**src/rtl/bcd_entry_pkg.sv**
```systemverilog
// Shared definitions for the BCD keypad entry block.
//   NUM_KEYS / BCD_W : key-line count and BCD nibble width
//   state_e          : entry FSM states
//   encode()         : key vector -> {valid, digit}
package bcd_entry_pkg;

    localparam int NUM_KEYS = 10;
    localparam int BCD_W    = 4;

    typedef enum logic [1:0] {
        IDLE,
        EMIT,
        RELEASE
    } state_e;

    // Ascending scan, so the last set bit seen is the highest index.
    // A single key is always valid. Several keys are valid only when
    // highest_wins is set. No key is never valid.
    function automatic logic [BCD_W:0] encode(input logic [NUM_KEYS-1:0] keys,
                                              input logic                highest_wins);
        logic [BCD_W-1:0] idx;
        int               n;
        idx = '0;
        n   = 0;
        for (int k = 0; k < NUM_KEYS; k++) begin
            if (keys[k]) begin
                idx = BCD_W'(k);
                n++;
            end
        end
        return {(n == 1) || (highest_wins && (n > 1)), idx};
    endfunction

endpackage

```
**src/rtl/bcd_keypad_entry_debouncer.sv**
```systemverilog
// sw_debouncer: 2-FF synchroniser plus a stable-time debouncer on a bus.
//   clk, rst_n : clock, async active-low reset
//   in_raw     : asynchronous raw lines
//   db         : debounced vector. It takes the synchronised value once that
//                value has held for DEBOUNCE_CYCLES edges.
module sw_debouncer #(
    parameter int WIDTH           = 10,
    parameter int DEBOUNCE_CYCLES = 1000
) (
    input  logic             clk,
    input  logic             rst_n,
    input  logic [WIDTH-1:0] in_raw,
    output logic [WIDTH-1:0] db
);

    localparam int              CNT_W    = (DEBOUNCE_CYCLES > 1) ? $clog2(DEBOUNCE_CYCLES) : 1;
    localparam logic [CNT_W-1:0] CNT_LAST = CNT_W'(DEBOUNCE_CYCLES - 1);

    logic [WIDTH-1:0] sync1_q, sync1_d;
    logic [WIDTH-1:0] sync2_q, sync2_d;
    logic [WIDTH-1:0] db_q, db_d;
    logic [CNT_W-1:0] cnt_q, cnt_d;

    always_comb begin
        sync1_d = in_raw;
        sync2_d = sync1_q;
        db_d    = db_q;
        cnt_d   = '0;
        // sync1 != sync2 means sync2 changes on this edge, so the stable run
        // starts again from zero. An edge with sync2 stable and different
        // from db counts toward acceptance.
        if ((sync1_q == sync2_q) && (sync2_q != db_q)) begin
            if (cnt_q == CNT_LAST) begin
                db_d = sync2_q;
            end else begin
                cnt_d = cnt_q + CNT_W'(1);
            end
        end
    end

    always_ff @(posedge clk or negedge rst_n) begin
        if (!rst_n) begin
            sync1_q <= '0;
            sync2_q <= '0;
            db_q    <= '0;
            cnt_q   <= '0;
        end else begin
            sync1_q <= sync1_d;
            sync2_q <= sync2_d;
            db_q    <= db_d;
            cnt_q   <= cnt_d;
        end
    end

    assign db = db_q;

endmodule

```
**src/rtl/bcd_keypad_entry.sv**
```systemverilog
// bcd_keypad_entry: debounced 10-key decimal pad to BCD digit stream and
// shift-in entry register.
//   clk, rst_n        : clock, async active-low reset
//   in[9:0]           : raw key lines, bit k = decimal k
//   clear             : sync clear of digits/digit_count
//   out_valid/ready   : handshake for out_digit (one digit per press)
//   digits            : entry register, newest digit in [3:0]
//   digit_count       : digits entered, saturating at NUM_DIGITS
//   error / overflow  : one-cycle pulses (multi-key reject / oldest dropped)
module bcd_keypad_entry
    import bcd_entry_pkg::*;
#(
    parameter int NUM_DIGITS      = 4,
    parameter int DEBOUNCE_CYCLES = 1000,
    parameter int MULTI_KEY_MODE  = 0
) (
    input  logic                              clk,
    input  logic                              rst_n,
    input  logic [NUM_KEYS-1:0]               in,
    input  logic                              clear,
    input  logic                              out_ready,
    output logic                              out_valid,
    output logic [BCD_W-1:0]                  out_digit,
    output logic [BCD_W*NUM_DIGITS-1:0]       digits,
    output logic [$clog2(NUM_DIGITS+1)-1:0]   digit_count,
    output logic                              error,
    output logic                              overflow
);

    localparam int DIG_W = BCD_W * NUM_DIGITS;
    localparam int CNT_W = $clog2(NUM_DIGITS + 1);

    logic [NUM_KEYS-1:0] db;
    logic [BCD_W:0]      enc;
    logic                enc_valid;
    logic [BCD_W-1:0]    enc_digit;
    logic                key_down, take, reject, accept;

    state_e           state_q, state_d;
    logic             out_valid_q, out_valid_d;
    logic [BCD_W-1:0] out_digit_q, out_digit_d;
    logic [DIG_W-1:0] digits_q, digits_d;
    logic [CNT_W-1:0] count_q, count_d;
    logic             error_q, error_d;
    logic             overflow_q, overflow_d;

    sw_debouncer #(
        .WIDTH          (NUM_KEYS),
        .DEBOUNCE_CYCLES(DEBOUNCE_CYCLES)
    ) u_db (
        .clk   (clk),
        .rst_n (rst_n),
        .in_raw(in),
        .db    (db)
    );

    assign enc                    = encode(db, MULTI_KEY_MODE != 0);
    assign {enc_valid, enc_digit} = enc;
    assign key_down               = |db;
    assign take                   = (state_q == IDLE) && key_down && enc_valid;
    assign reject                 = (state_q == IDLE) && key_down && !enc_valid;
    assign accept                 = (state_q == EMIT) && out_valid_q && out_ready;

    always_ff @(posedge clk or negedge rst_n) begin
        if (!rst_n) begin
            state_q     <= IDLE;
            out_valid_q <= 1'b0;
            out_digit_q <= '0;
            digits_q    <= '0;
            count_q     <= '0;
            error_q     <= 1'b0;
            overflow_q  <= 1'b0;
        end else begin
            state_q     <= state_d;
            out_valid_q <= out_valid_d;
            out_digit_q <= out_digit_d;
            digits_q    <= digits_d;
            count_q     <= count_d;
            error_q     <= error_d;
            overflow_q  <= overflow_d;
        end
    end

    // A press is consumed once. Any key state is ignored until all keys are
    // seen released in RELEASE. This gives one digit per hold.
    always_comb begin
        state_d = state_q;
        case (state_q)
            IDLE:    if (key_down) state_d = enc_valid ? EMIT : RELEASE;
            EMIT:    if (accept) state_d = RELEASE;
            RELEASE: if (!key_down) state_d = IDLE;
            default: state_d = IDLE;
        endcase
    end

    always_comb begin
        out_valid_d = out_valid_q;
        out_digit_d = out_digit_q;
        digits_d    = digits_q;
        count_d     = count_q;
        error_d     = reject;
        overflow_d  = 1'b0;
        if (take) begin
            out_valid_d = 1'b1;
            out_digit_d = enc_digit;
            digits_d    = (digits_q << BCD_W) | DIG_W'(enc_digit);
            if (count_q < CNT_W'(NUM_DIGITS)) begin
                count_d = count_q + CNT_W'(1);
            end else begin
                // A clear on the same edge empties the register anyway, so
                // no digit is reported as lost.
                overflow_d = !clear;
            end
        end
        if (accept) begin
            out_valid_d = 1'b0;
        end
        // clear wins over a coincident shift. The digit is still offered on out_digit.
        if (clear) begin
            digits_d = '0;
            count_d  = '0;
        end
    end

    assign out_valid   = out_valid_q;
    assign out_digit   = out_digit_q;
    assign digits      = digits_q;
    assign digit_count = count_q;
    assign error       = error_q;
    assign overflow    = overflow_q;

endmodule

```
**config.mk**
```make
export PLATFORM = sky130hd
export DESIGN_NAME = bcd_keypad_entry
export DESIGN_NICKNAME = d
export VERILOG_FILES = /design/src/rtl/bcd_entry_pkg.sv /design/src/rtl/bcd_keypad_entry_debouncer.sv /design/src/rtl/bcd_keypad_entry.sv
export SDC_FILE = /design/constraint.sdc
export NUM_CORES = 1
export LEC_CHECK = 0
export ABC_AREA = 1
export ABC_CLOCK_PERIOD_IN_PS = 16700
export CELL_PAD_IN_SITES_DETAIL_PLACEMENT = 0
export CELL_PAD_IN_SITES_GLOBAL_PLACEMENT = 1
export CORE_MARGIN = 4
export CORE_UTILIZATION = 40
export CTS_CLUSTER_DIAMETER = 50
export DETAILED_ROUTE_END_ITERATION = 10
export PLACE_DENSITY = 0.74
export REMOVE_ABC_BUFFERS = 1
export SLEW_MARGIN = 20
export SYNTH_ARGS = -nofsm -noshare
export SYNTH_HDL_FRONTEND = slang
export SYNTH_SLANG_ARGS = --single-unit
```
**constraint.sdc**
```tcl
create_clock -name clk -period 16.7 [get_ports clk]
set_input_delay 5.01 -clock clk [delete_from_list [all_inputs] [get_ports clk]]
set_output_delay 5.01 -clock clk [all_outputs]
set_load 0.01 [all_outputs]
```
==> results of run 1 <==
-- path summary, 6_finish.rpt --
| path | start | end | slack [ns] |
|---|---|---|---|
| setup / recovery | digit_count[0]$_DFFE_PN0P_ | digit_count[0] | 10.41 |
| setup reg to reg | u_db.db[0]$_DFFE_PN0P_ | digits[7]$_DFFE_PN0P_ | 10.63 |
| hold reg to reg | u_db.sync1_q[2]$_DFF_PN0_ | u_db.sync2_q[2]$_DFF_PN0_ | 0.38 |
| max in group asynchronous | rst_n | u_db.sync2_q[4]$_DFF_PN0_ | 11.30 |
| min in group asynchronous | rst_n | digits[13]$_DFFE_PN0P_ | 4.84 |
| hold / removal | u_db.sync1_q[2]$_DFF_PN0_ | u_db.sync2_q[2]$_DFF_PN0_ | 0.38 |
-- registers in the layout, summed over array words and instances, names as in the netlist --
register      count
digit_count       3
digits           16
error             1
out_digit         4
out_valid         1
overflow          1
state_q           2
u_db.cnt_q       10
u_db.db          10
u_db.sync1_q     10
u_db.sync2_q     10
-- metal layers --
metal | vias to the layer above | wire length (um) | GRT usage
li1 | 1571 | - | -
met4 | 0 | 84 | 0.0472
met3 | 8 | 197 | 0.0306
met2 | 29 | 3600 | 0.252
met1 | 1361 | 3530 | 0.183
met5 | - | 0 | 0
-- stage by stage --
step	power, mW	area [um^2]	hold WS, ns
after floorplan	0.182	3740	0.363
after global placement	0.193	4290	0.377
after detailed placement	0.193	4290	0.379
after CTS	0.348	4520	0.385
after global routing	0.357	4520	0.408
final	0.341	4520	0.385
-- placed cells by master, fill, tap and decap left out, types with 9 or more instances in the layout --
cell and count:
nor2_1 34, o21ai_0 17, clkbuf_8 9, ha_1 12, nand3_1 28, inv_1 56, clkdlybuf4s50_1 38, nand2_2 17
nand2_1 154, dfrtp_1 68
-- area by class of cell --
cell class,instances,area [um^2]
clock inverter,7,98.8
clock buffer,9,124
fill,916,4720
sequential,68,1700
inverter,64,240
timing repair buffer,40,393
tap,129,161
multi-input combinational,335,1800
-- worst reg2reg max path: cells and delay by family, from the launching register on --
kind | cells | cell delay [ns]
and+or+nand+nor | 22 | 2.76
adders and majority gates | 8 | 2.29
buffers and inverters | 6 | 0.50
DFF | 1 | 0.41
-- kinds of logic after synthesis --
| kind of cell | after synthesis | synth area share |
|---|---|---|
| simple gates | 284 | 0.365 |
| buf+inv | 74 | 0.0806 |
| flops | 68 | 0.447 |
| compound gates | 28 | 0.0424 |
| fa+ha+maj | 12 | 0.0395 |
| xor+xnor | 11 | 0.0253 |
-- report_power, final --
part,leakage (nW),internal [mW],total (mW),switching (mW)
Clock,0.110,0.0848,0.152,0.0671
Combinational,1.34,0.00823,0.0176,0.00942
Sequential,0.901,0.169,0.172,0.00308
Total,2.35,0.262,0.341,0.0796
==> run_results.csv, run 1 <==
group,metric,value,unit
outcome,status,"completed",
critical_path,cp_max_fo,4,
yosys,async_flop_share,1.00,
clock_network,clkLatencyLatePin,0.34,ns
route,first_pass_iters,4,
yosys,synth_common_cells,"nand2_1 (154), dfrtp_1 (68), inv_1 (56)",
yosys,synthTopCellsByArea,"dfrtp_1 (45%), nand2_1 (15%), inv_1 (5.5%)",
placed_design,place_hpwl,5670,um
clock_network,clk_path_buf_depth,2,
yosys,synthCells,477,
critical_path,arrival,1.28,ns
clock_network,clock_sink_count,68,
critical_path,slowest_stage,"clkdlybuf4s50_1",
sta,layout_min_cycle_time,6.29,ns
final_layout,utilization,0.489,
floorplanning,die-area,0.0111,mm^2
yosys,seq_area_frac_synth,0.447,
floorplanning,num_rows,35,
sta,relSlewSlack,0.440,
critical_path,cp_cell_sequence,"clkdlybuf4s50_1",
global_routing,antenna_found_initial,0,
clock_network,cts-root-buf,"clkbuf_8",
yosys,synth_enable_flop_cells,0,
critical_path,path_depth,1,
worst_hold_path,min_path_type,"flip-flop to flip-flop",
critical_path,crit_path_end_kind,"output port",
route,vias_per_cell,4.55,
critical_path,crit_family,"buffers and inverters",
final_layout,fin_nets,544,
power_and_ir_drop,power_density,75.6,mW/mm^2
sta,worst_slew_pin_slew,0.840,ns
clock_network,post_cts_buffers,0,
floorplanning,floorplan.initialDensity,0.412,
yosys,avgSynthCellArea,7.98,um^2
power_and_ir_drop,p_leak,2.35,nW
yosys,yosysTopAreaCell,"dfrtp_1",
final_layout,antennaDiodeCount,0,
worst_hold_path,hold_depth,0,
global_routing,grt_start_max_net_pins,69,
clock_network,clk_pin_slew,0.08,ns
floorplanning,die_height,106,um
route,wire_per_inst,11.4,um
sta,clock.fmax,159,MHz
clock_network,htree_levels,3,
global_routing,grt_overflow,0,
route,dr_total_vias,2969,
sta,setup_slack,10.41,ns
clock_network,cts_tree,"yes",
sta,final_max_slew_viol_count,0,
sta,hold_viol,0,
sta,timing.final.crit_share,0.377,
sta,fin_tns_setup,0,ns
placed_design,post-place-ws,10.26,ns
route,wl,7410,um
critical_path,critPathKind,"flip-flop to output port",
sta,setup_viol,0,
yosys,synthFlopType,"dfrtp_1",
global_routing,grt_pass1_wl,13500,um
yosys,synthesis.area,0.00380,mm^2
final_layout,layoutNonFillerInstCount,652,
floorplanning,fp.dieW,106,um
yosys,synth-seq-cells,68,
placed_design,place.gp.congestion,0.808,
placed_design,io_buffer_count,39,
critical_path,max_stage_delay,0.55,ns
yosys,synth_cell_type_count,34,
sta,rsz0062_at_grt,"false",
floorplanning,core_area,0.00924,mm^2
global_routing,grt_pass1_vias,3032,
yosys,ys_warn_count,0,
clock_network,post_cts_resized,0,
critical_path,ff2ff_path_depth,36,
placed_design,place_inst,636,
final_layout,drive_above_1_share,0.143,
floorplanning,io_pins,40,
clock_network,postCtsHoldBufs,0,
route,drt-initial-drc-count,74,
clock_network,cts_made_buffers,9,
yosys,synth_top_cell_area_share,0.447,
global_routing,globalRouteTotalUtil,0.146,
critical_path,crit_required,11.69,ns
sta,clock_skew,0.0122,ns
final_layout,area_growth,18.7,%
power_and_ir_drop,ir_drop,0.0750,mV
critical_path,startpoint_type,"flip-flop",
critical_path,critPathBufInv,1,
flow_run,maxCapViolCount,0,
route,drc,0,
yosys,yosysMostFrequentCell,"nand2_1",
route,ant_nets,0,
Power figures use the tool's default switching activity.
==> run 2, diff against run 1 <==
--- a/config.mk
+++ b/config.mk
@@ -6,7 +6,7 @@
 export NUM_CORES = 1
 export LEC_CHECK = 0
 export ABC_AREA = 1
-export ABC_CLOCK_PERIOD_IN_PS = 16700
+export ABC_CLOCK_PERIOD_IN_PS = 6290
 export CELL_PAD_IN_SITES_DETAIL_PLACEMENT = 0
 export CELL_PAD_IN_SITES_GLOBAL_PLACEMENT = 1
 export CORE_MARGIN = 4
==> constraint.sdc (replaced) <==
create_clock -name clk -period 6.29 [get_ports clk]
set_input_delay 1.887 -clock clk [delete_from_list [all_inputs] [get_ports clk]]
set_output_delay 1.887 -clock clk [all_outputs]
set_load 0.01 [all_outputs]
==> run_results.csv, run 2 (synthesis gave the netlist of run 1 again) <==
group,metric,value,unit
route,ant_nets,0,
floorplanning,fp.dieW,106,um
clock_network,cts_tree,"yes",
worst_hold_path,min_path_type,"flip-flop to flip-flop",
critical_path,reg2reg_slack,0.51,ns
critical_path,cp_max_fo,16,
route,dr_total_vias,2937,
global_routing,grt_start_max_net_pins,69,
final_layout,drive_above_1_share,0.150,
final_layout,final_cell_mix,"nand2_1 (154), dfrtp_1 (68), inv_1 (56), clkdlybuf4s50_1 (38), nor2_1 (34)",
route,drc,0,
critical_path,max_stage_delay,0.39,ns
worst_hold_path,hold_end,"u_db.sync2_q[3]$_DFF_PN0_",
worst_hold_path,hold_depth,0,
sta,timing.final.crit_share,0.920,
placed_design,io_buffer_count,39,
global_routing,grt_overflow,0,
final_layout,largest_reg_flops,16,
power_and_ir_drop,ir_drop,0.157,mV
final_layout,layoutNonFillerInstCount,655,
outcome,status,"completed",
placed_design,place.gp.congestion,0.811,
final_layout,fin_nets,547,
floorplanning,io_pins,40,
clock_network,clkLatencyLatePin,0.34,ns
power_and_ir_drop,power,0.865,mW
floorplanning,num_rows,35,
clock_network,cts-root-buf,"clkbuf_8",
route,vias_per_cell,4.48,
sta,setup_viol,0,
route,first_pass_iters,4,
sta,final_max_slew_viol_count,0,
clock_network,clock_sink_count,68,
sta,relSlewSlack,0.446,
critical_path,critPathKind,"flip-flop to flip-flop",
clock_network,clk_path_buf_depth,2,
route,wire_per_inst,11.3,um
critical_path,r2r_start,"u_db.db[1]$_DFFE_PN0P_",
floorplanning,die-area,0.0111,mm^2
sta,clock.fmax,173,MHz
final_layout,layout_commonest_cell,"nand2_1",
sta,rsz0062_at_grt,"false",
sta,clock_skew,0.00553,ns
global_routing,grt_pass1_vias,2839,
global_routing,grt_pass1_wl,13100,um
route,drt-initial-drc-count,104,
sta,hold_viol,0,
sta,layout_min_cycle_time,5.78,ns
placed_design,place_inst,636,
critical_path,slowest_stage,"dfrtp_1",
global_routing,globalRouteTotalUtil,0.143,
global_routing,antenna_found_initial,0,
power_and_ir_drop,power_density,191,mW/mm^2
floorplanning,die_height,106,um
critical_path,ff2ff_path_depth,35,
critical_path,r2r_end,"digits[9]$_DFFE_PN0P_",
critical_path,crit_path_end_kind,"flip-flop",
placed_design,place_hpwl,5580,um
power_and_ir_drop,p_leak,2.34,nW
sta,fin_tns_setup,0,ns
critical_path,cp_common_cell,"nand2_1",
clock_network,postCtsHoldBufs,0,
clock_network,clk_pin_slew,0.08,ns
floorplanning,floorplan.initialDensity,0.412,
clock_network,cts_made_buffers,9,
clock_network,htree_levels,3,
floorplanning,core_area,0.00924,mm^2
worst_hold_path,hp-start,"u_db.sync1_q[3]$_DFF_PN0_",
critical_path,arrival,6.01,ns
critical_path,startpoint_type,"flip-flop",
flow_run,maxCapViolCount,0,
route,wl,7390,um
final_layout,antennaDiodeCount,0,
sta,worst_slew_pin_slew,0.831,ns
final_layout,area_growth,18.9,%
critical_path,crit_required,6.51,ns
[run 2: cell types whose count changed in the layout (fill, tap and decap cells not counted)]
cell,before,now
ha_1,12,11
ha_2,0,1
bufinv_16,2,1
nand3_2,8,7
buf_4,1,4
nand3_4,3,4
clkinv_4,2,1
clkinvlp_4,1,3
[run 2: final cells by class]
type / count / area, um^2
Clock buffer: 9 / 124
Clock inverter: 7 / 75.1
Fill cell: 908 / 4720
Inverter: 64 / 240
Multi-Input combinational cell: 335 / 1810
Sequential cell: 68 / 1700
Tap cell: 129 / 161
Timing Repair Buffer: 43 / 415
[run 2: per-layer routing]
metal,global-route usage,up-vias,part of all wire
met1,0.185,1329,0.49
met4,0.0361,0,0.011
met5,0,-,0
met3,0.0367,7,0.029
li1,-,1574,-
met2,0.239,27,0.47
[run 2: how the worst max path moves through the flow]
stage	end	slack, ns	start
2_1_floorplan	digits[0]$_DFFE_PN0P_	0.82	u_db.db[0]$_DFFE_PN0P_
3_3_place_gp	digits[3]$_DFFE_PN0P_	0.48	u_db.db[0]$_DFFE_PN0P_
3_5_place_dp	digits[9]$_DFFE_PN0P_	0.35	u_db.db[0]$_DFFE_PN0P_
4_1_cts	digits[9]$_DFFE_PN0P_	0.31	u_db.db[0]$_DFFE_PN0P_
5_1_grt	digits[9]$_DFFE_PN0P_	0.002	u_db.db[0]$_DFFE_PN0P_
6_report	digits[9]$_DFFE_PN0P_	0.51	u_db.db[1]$_DFFE_PN0P_
[run 2: metrics by stage]
stage               worst slack, ns  hold slack, ns   util  area (um^2)
floorplan                     0.825           0.363      -         3740
global placement              0.476           0.379  0.465         4290
detailed placement            0.345           0.382  0.465         4290
CTS                           0.309           0.400  0.486         4490
global route                0.00174           0.411  0.490         4520
finish                        0.506           0.397  0.490         4520
[run 2: worst max-delay path, delay by kind of cell, from the launching register on]
family,cells,cell delay (ns)
DFF,1,0.39
and+or+nand+nor,22,2.63
adders and majority gates,8,2.28
buffers and inverters,5,0.38
[run 2: power by group]
| group | switching [mW] | leakage, nW | internal, mW |
|---|---|---|---|
| Sequential | 0.00835 | 0.901 | 0.448 |
| Clock | 0.178 | 0.0918 | 0.184 |
| Combinational | 0.0250 | 1.35 | 0.0219 |
| Total | 0.211 | 2.34 | 0.654 |
[run 2: what timing repair did]
item                                    4_1_cts  5_1_grt
endpoints found under the setup margin        0       22
gates resized for setup                       0        2
setup buffers                                 0        3
==> run 3, diff against run 2 <==
--- a/config.mk
+++ b/config.mk
@@ -6,11 +6,12 @@
 export NUM_CORES = 1
 export LEC_CHECK = 0
 export ABC_AREA = 1
-export ABC_CLOCK_PERIOD_IN_PS = 6290
+export ABC_CLOCK_PERIOD_IN_PS = 6200
 export CELL_PAD_IN_SITES_DETAIL_PLACEMENT = 0
 export CELL_PAD_IN_SITES_GLOBAL_PLACEMENT = 1
 export CORE_MARGIN = 4
 export CORE_UTILIZATION = 40
+export CTS_BUF_LIST = sky130_fd_sc_hd__clkbuf_8
 export CTS_CLUSTER_DIAMETER = 50
 export DETAILED_ROUTE_END_ITERATION = 10
 export PLACE_DENSITY = 0.74
==> constraint.sdc (replaced) <==
create_clock -name clk -period 6.2 [get_ports clk]
set_input_delay 1.86 -clock clk [delete_from_list [all_inputs] [get_ports clk]]
set_output_delay 1.86 -clock clk [all_outputs]
set_load 0.01 [all_outputs]
==> run_results.csv, run 3 (synthesis gave the netlist of run 1 again) <==
group,metric,value,unit
critical_path,crit_family,"simple AND/OR/NAND/NOR gates",
final_layout,layoutNonFillerInstCount,655,
sta,hold_viol,0,
route,drc,0,
floorplanning,io_pins,40,
critical_path,cp_common_cell,"nand2_1",
critical_path,ff2ff_path_depth,35,
sta,relSlewSlack,0.524,
critical_path,slowest_stage,"dfrtp_1",
critical_path,r2r_end,"out_valid$_DFFE_PN0P_",
placed_design,place_inst,636,
final_layout,final_cell_mix,"nand2_1 (154), dfrtp_1 (68), inv_1 (56), clkdlybuf4s50_1 (38), nor2_1 (34)",
critical_path,startpoint_type,"flip-flop",
final_layout,area_growth,19.3,%
global_routing,grt_overflow,0,
sta,clock.fmax,175,MHz
critical_path,critPathBufInv,7,
final_layout,layout_commonest_cell,"nand2_1",
sta,layout_min_cycle_time,5.72,ns
route,vias_per_cell,4.51,
worst_hold_path,min_path_type,"flip-flop to flip-flop",
critical_path,critPathKind,"flip-flop to flip-flop",
floorplanning,floorplan.initialDensity,0.412,
worst_hold_path,hold_end,"u_db.sync2_q[5]$_DFF_PN0_",
clock_network,cts_made_buffers,9,
final_layout,drive_above_1_share,0.150,
critical_path,r2r_start,"u_db.db[1]$_DFFE_PN0P_",
sta,timing.final.crit_share,0.923,
critical_path,crit_path_end_kind,"flip-flop",
power_and_ir_drop,ir_drop,0.198,mV
placed_design,io_buffer_count,39,
global_routing,met3_usage,0.0355,
sta,setup_viol,0,
floorplanning,die-area,0.0111,mm^2
global_routing,top_usage_layer,"met2",
outcome,status,"completed",
route,wire_per_inst,11.3,um
floorplanning,num_rows,35,
final_layout,multi_input_area,0.00181,mm^2
clock_network,postCtsHoldBufs,0,
clock_network,clk_path_buf_depth,2,
critical_path,cp_max_fo,7,
power_and_ir_drop,p_leak,2.36,nW
route,drt-initial-drc-count,67,
clock_network,clock_sink_count,68,
global_routing,grt_use_met1,0.184,
clock_network,cts-root-buf,"clkbuf_8",
critical_path,arrival,5.98,ns
clock_network,htree_levels,3,
final_layout,antennaDiodeCount,0,
placed_design,dpl_cell_area,0.00429,mm^2
final_layout,seq_area,0.00170,mm^2
global_routing,antenna_found_initial,0,
power_and_ir_drop,power_density,198,mW/mm^2
sta,worst_slew_pin_slew,0.715,ns
sta,final_max_slew_viol_count,0,
global_routing,globalRouteTotalUtil,0.143,
clock_network,cts_tree,"yes",
route,first_pass_iters,4,
global_routing,grt_start_max_net_pins,59,
floorplanning,die_height,106,um
final_layout,largest_reg_flops,16,
final_layout,fin_nets,547,
floorplanning,fp.dieW,106,um
critical_path,crit_required,6.46,ns
sta,whs,0.396,ns
critical_path,max_stage_delay,0.41,ns
worst_hold_path,hold_depth,0,
global_routing,grt_pass1_vias,2806,
sta,fin_tns_setup,0,ns
global_routing,grt_pass1_wl,12900,um
placed_design,place.gp.congestion,0.814,
critical_path,reg2reg_slack,0.48,ns
clock_network,clkLatencyLatePin,0.34,ns
worst_hold_path,hp-start,"u_db.sync1_q[5]$_DFF_PN0_",
final_layout,stdcell_area,0.00454,mm^2
route,wl,7370,um
clock_network,clk_pin_slew,0.07,ns
floorplanning,core_area,0.00924,mm^2
route,dr_total_vias,2951,
sta,clock_skew,0.0110,ns
route,ant_nets,0,
global_routing,met2_usage,0.238,
placed_design,place_hpwl,5610,um
flow_run,maxCapViolCount,0,
final_layout,fillers,912,
final_layout,utilization,0.491,
==> run 3: cell types whose count changed in the layout (fill, tap and decap cells not counted) <==
cell and change:
clkbuf_8 +2, clkinv_4 -1, clkinvlp_4 -1, nand2_2 -1, nand2_4 +1
==> run 3: per-stage QoR <==
stage | total power, mW | worst slack, ns
2_1_floorplan | 0.490 | 0.735
3_3_place_gp | 0.520 | 0.382
3_5_place_dp | 0.521 | 0.266
4_1_cts | 0.911 | 0.249
5_1_grt | 0.937 | -0.00116
6_report | 0.897 | 0.479
==> run 3: final cells by class <==
cell class / count / area share
Clock inverter: 5 / 0.0130
Multi-Input combinational cell: 335 / 0.399
Clock buffer: 11 / 0.0333
Sequential cell: 68 / 0.375
Tap cell: 129 / 0.0355
Timing Repair Buffer: 43 / 0.0915
Inverter: 64 / 0.0529
==> run 3: worst max-delay path by stage <==
stage	cells after the start	endpoint	start
final	35	out_valid$_DFFE_PN0P_	u_db.db[1]$_DFFE_PN0P_
after global routing	36	digits[11]$_DFFE_PN0P_	u_db.db[0]$_DFFE_PN0P_
after CTS	36	digits[3]$_DFFE_PN0P_	u_db.db[0]$_DFFE_PN0P_
after detailed placement	36	digits[7]$_DFFE_PN0P_	u_db.db[0]$_DFFE_PN0P_
after global placement	36	digits[3]$_DFFE_PN0P_	u_db.db[0]$_DFFE_PN0P_
after floorplan	36	digits[0]$_DFFE_PN0P_	u_db.db[0]$_DFFE_PN0P_
==> run 3: metal layers <==
metal | routed length, um | share of wire
met5 | 0 | 0
met4 | 87 | 0.012
met3 | 213 | 0.029
met2 | 3420 | 0.46
met1 | 3650 | 0.49
==> run 3: report_power, final <==
group          internal, mW  switching [mW]  leakage [nW]
clock network         0.208           0.178         0.102
logic                0.0223          0.0258          1.35
registers             0.454         0.00850         0.901
total                 0.685           0.212          2.36
==> run 3: timing repair <==
item / CTS / global route
endpoints found under the setup margin: 0 / 22
gates resized for setup: 0 / 3
endpoints found under the hold margin: 0 / 0
setup buffers: 0 / 3
==> edit 1 (settings of run 3) <==
Re-encode `state_e` (3 states) as one-hot, 3 bits wide.
--- a/src/rtl/bcd_entry_pkg.sv
+++ b/src/rtl/bcd_entry_pkg.sv
@@ -7,10 +7,10 @@
     localparam int NUM_KEYS = 10;
     localparam int BCD_W    = 4;
 
-    typedef enum logic [1:0] {
-        IDLE,
-        EMIT,
-        RELEASE
+    typedef enum logic [2:0] {
+        IDLE    = 3'b001,
+        EMIT    = 3'b010,
+        RELEASE = 3'b100
     } state_e;
 
     // Ascending scan, so the last set bit seen is the highest index.
Formal check against the unedited RTL: no difference found for any inputs over 10 cycles, from zero or initial values and one cycle with rst_n low; not proved beyond that.
==> edit 1 against run 3 <==
Combinational power is 21% lower; total power is 4.6% higher; utilization rose by 0.97 points; sequential share of layout area shrank 0.33 points; wire length is 8.2% higher; cell area increased by 2.5%; setup slack improved by 100 ps; sequential cell count is 1 higher; global-route usage is 0.59 points higher; critical path depth fell by 1; synthesized area increased by 1.2%; clock skew fell by 3.0 ps.
==> edit 1: results (changes against run 3) <==
stage,metric,value,unit,change
run_status,outcome,finished clean,,
grt,largest net degree at the start of global routing,70,,+19%
worst_hold_path,WHS Path Cells,0,,unchanged
grt,GRT Total Usage,14.9,%,+0.59 points
yosys,ys async rst share,100,%,unchanged
detailed_routing,DRT Pass-1 Iters,5,,+1
yosys,Synth warnings,0,,unchanged
place,DP HPWL,5.96,mm,+6.3%
yosys,most frequent cells after synthesis,"nand2_1 (150), dfrtp_1 (68), inv_1 (57), nand3_1 (52), nor2_1 (41)",,
worst_hold_path,Worst Hold Launch,u_db.sync1_q[8],,
setup_path,reg2reg start,u_db.db[0],,
setup_path,Crit Path Max Fanout,11,,+4
cells_and_area,fin nets,570,,+4.2%
yosys,synth top area cells,"dfrtp_1 (44%), nand2_1 (15%), nand3_1 (6.8%)",,
cts,CTS Buf Count,9,,unchanged
place,GP Congestion,0.776,,-4.8%
worst_hold_path,hold endpoint,u_db.sync2_q[8],,
yosys,Unique masters post-synth,34,,unchanged
setup_path,crit path DAT,5840,ps,-140 ps
sta,clk_skew,8.03,ps,-2.95 ps
grt,global-route wire length before repair,13.8,mm,+6.8%
power_and_ir_drop,VDD IR-drop max,218,µV,+10%
grt,initial antenna violation count,0,,unchanged
cells_and_area,fill count,962,,+5.5%
detailed_routing,DR iter-0 viols,96,,+43%
sta,Rel. slew slack,42.4,%,-9.9 points
detailed_routing,vias per cell,4.68,,+3.8%
detailed_routing,final wirelength,7.97,mm,+8.2%
cells_and_area,multi-input logic area,1840,µm²,+1.3%
place,DP Area,4350,µm²,+1.2%
setup_path,Reg-to-Reg End,digits[5],,
setup_path,CP top delay family,adder cells,,
setup_path,R2R cell count,34,,-2.9%
power_and_ir_drop,standby leakage power,2.41,nW,+2.3%
place,pre-CTS setup slack,452,ps,+186 ps
setup_path,Reg2Reg Setup Slack,580,ps,+100 ps
yosys,register area share after synthesis,44.9,%,+0.16 points
grt,vias in the first global route,3089,,+10%
-- edit 1: cell types whose count changed in the layout (fill, tap and decap cells not counted), moves of 4 or more --
cell and delta:
nand3_1 +24, nand2_4 -8, nor2_1 +7, o21ai_0 -6
nand2_1 -4, nand2_2 -4, nand4_1 +4, xnor2_1 +4
-- edit 1: power by group --
group	total, W	internal [W]	switching (W)
logic	0.0000379	0.0000177	0.0000202
clock network	0.000434	0.000270	0.000164
registers	0.000466	0.000458	0.00000778
-- edit 1: cell families (layout without fill, tap and decap cells) --
kind of cell	Yosys count	in the layout	synth area share (%)
fa+ha+maj	12	12	3.90
flops	69	69	44.9
compound gates	29	29	4.35
buf+inv	76	125	7.96
xor+xnor	14	14	3.18
simple gates	299	300	35.7
-- edit 1: cell type report --
cell class                      count  share of cell area, %
Multi-Input combinational cell    355                   39.5
Sequential cell                    69                   37.1
Timing Repair Buffer               45                   9.52
Inverter                           64                   5.16
Clock buffer                       13                   3.85
Tap cell                          129                   3.47
Clock inverter                      3                   1.40
-- edit 1: stage by stage --
step | cells | hold WS (ps) | power, W
finish | 678 | 397 | 0.000938
CTS | 673 | 399 | 0.000949
detailed placement | 657 | 382 | 0.000514
global placement | 657 | 378 | 0.000514
global route | 678 | 411 | 0.000972
floorplan | 487 | 367 | 0.000488
-- edit 1: worst max path at each step --
stage / startpoint / to / slack [ps] / cells past startpoint
after floorplan: u_db.db[0] / digit_count[2] / 900 / 35
final: u_db.db[0] / digits[5] / 580 / 34
after detailed placement: u_db.db[0] / digits[10] / 450 / 35
after global routing: u_db.db[1] / digits[6] / 0.1 / 35
after global placement: u_db.db[0] / digits[5] / 620 / 35
after CTS: u_db.db[0] / digits[8] / 430 / 35
-- edit 1: worst register-to-register path, delay by kind of cell, from the launching register on --
family	cells	cell delay, ps
buf+inv	4	410
compound gates	1	180
fa+ha+maj	8	2290
flops	1	400
simple gates	21	2230
-- edit 1: repair_timing --
| action | in CTS | in global routing |
|---|---|---|
| buffers inserted | 0 | 4 |
| gates resized for setup | 0 | 2 |
| setup endpoints to repair | 0 | 20 |
-- edit 1: metal layers --
| layer | vias up | routed length, µm | track usage (%) |
|---|---|---|---|
| met5 | - | 0 | 0 |
| met4 | 0 | 79 | 3.61 |
| met3 | 9 | 181 | 2.85 |
| met2 | 38 | 3700 | 24.7 |
| met1 | 1449 | 4010 | 20.1 |
| li1 | 1676 | - | - |
==> edit 2 (settings of run 3) <==
Without the edit above. `MULTI_KEY_MODE`: 0 -> 1.
--- a/src/rtl/bcd_keypad_entry.sv
+++ b/src/rtl/bcd_keypad_entry.sv
@@ -12,7 +12,7 @@
 #(
     parameter int NUM_DIGITS      = 4,
     parameter int DEBOUNCE_CYCLES = 1000,
-    parameter int MULTI_KEY_MODE  = 0
+    parameter int MULTI_KEY_MODE  = 1
 ) (
     input  logic                              clk,
     input  logic                              rst_n,
Formal check against the unedited RTL: same outputs for any inputs over 10 cycles, from zero or initial values and one cycle with rst_n low; that may be too few to reach the edited logic, so the function may still have changed.
==> edit 2 against run 3 <==
Synthesized cell count decreased by 0.42%; critical path type unchanged; non-clock buffer count decreased by 3; utilization decreased by 0.24 points; total power increased by 4.9%; wire length increased by 1.4%; setup slack improved by 290 ps; first-iteration DRC count increased by 22%; largest power group unchanged; maximum frequency increased by 5.4%; highest routed layer unchanged; synthesized area unchanged; critical endpoint is now digits[5]; largest cell class unchanged; cell area decreased by 0.50%; sequential cell count unchanged.
==> edit 2: results (changes against run 3) <==
stage,metric,value,unit,change
detailed_routing,met3 WL,186,µm,-13%
setup_path,Reg2Reg Setup Slack,770,ps,+290 ps
detailed_routing,M1 WL,3.65,mm,about the same
detailed_routing,met2 routed WL,3.55,mm,+3.7%
place,GP Congestion,0.730,,-10%
place,pre-CTS setup slack,748,ps,+483 ps
power_and_ir_drop,Comb pwr share,4.5,%,-0.9 points
setup_path,CP peak stage delay,420,ps,
yosys,Mapped Cells,475,,-0.42%
sta,Rel. slew slack,44.0,%,-8.3 points
power_and_ir_drop,standby leakage power,2.35,nW,about the same
sta,clk_skew,8.24,ps,-2.74 ps
worst_hold_path,hold endpoint,u_db.sync2_q[7],,
place,DP Area,4280,µm²,-0.32%
yosys,Compound-Gate Fraction of Synth Area,4.83,%,+0.59 points
setup_path,Critical Path Source,u_db.db[0],,
setup_path,Crit Path Max Fanout,16,,+9
detailed_routing,vias per cell,4.54,,+0.87%
grt,met3 usage,3.49,%,-0.061 points
grt,largest net degree at the start of global routing,69,,+17%
detailed_routing,final wirelength,7.47,mm,+1.4%
yosys,most frequent cells after synthesis,"nand2_1 (144), dfrtp_1 (68), inv_1 (47), nor2_1 (38), nand3_1 (32)",,
grt,vias in the first global route,2940,,+4.8%
sta,fmax,184,MHz,+5.4%
cells_and_area,final non-filler cell total,648,,-1.1%
yosys,synth top area cells,"dfrtp_1 (45%), nand2_1 (14%), inv_1 (4.6%)",,
setup_path,crit path to,digits[5],,
grt,global-route wire length before repair,13.5,mm,+4.6%
detailed_routing,DR iter-0 viols,82,,+22%
yosys,xor-xnor portion of the synthesized cell area,2.99,%,+0.46 points
worst_hold_path,Worst Hold Launch,u_db.sync1_q[7],,
power_and_ir_drop,P_clk,0.000436,W,+13%
power_and_ir_drop,Pint,0.000739,W,+8.0%
run_status,outcome,finished clean,,
yosys,Unique masters post-synth,32,,-5.9%
place,DP HPWL,5.66,mm,+0.87%
setup_path,R2R cell count,34,,-2.9%
cells_and_area,fin nets,540,,-1.3%
power_and_ir_drop,VDD IR-drop max,141,µV,-29%
==> edit 2: changes by cell type in the layout (fill, tap and decap cells not counted), moves of 4 or more <==
cell	change
a21oi_1	+4
nand3_2	+6
o21ai_0	-5
nand2_1	-10
xnor2_1	+5
inv_1	-8
nand3_1	+4
nor2_1	+4
nand2_2	+7
nand3_4	-4
==> edit 2: final cells by class <==
| type | instances | share of cell area [%] |
|---|---|---|
| multi-input combinational | 340 | 40.2 |
| sequential | 68 | 37.7 |
| timing repair buffer | 40 | 8.70 |
| inverter | 55 | 4.62 |
| tap | 129 | 3.57 |
| clock buffer | 9 | 2.74 |
| clock inverter | 7 | 2.55 |
==> edit 2: stage by stage <==
step	power, W	utilization, %
finish	0.000940	48.9
global placement	0.000514	46.3
global route	0.000987	48.9
floorplan	0.000486	-
CTS	0.000956	48.9
detailed placement	0.000514	46.3
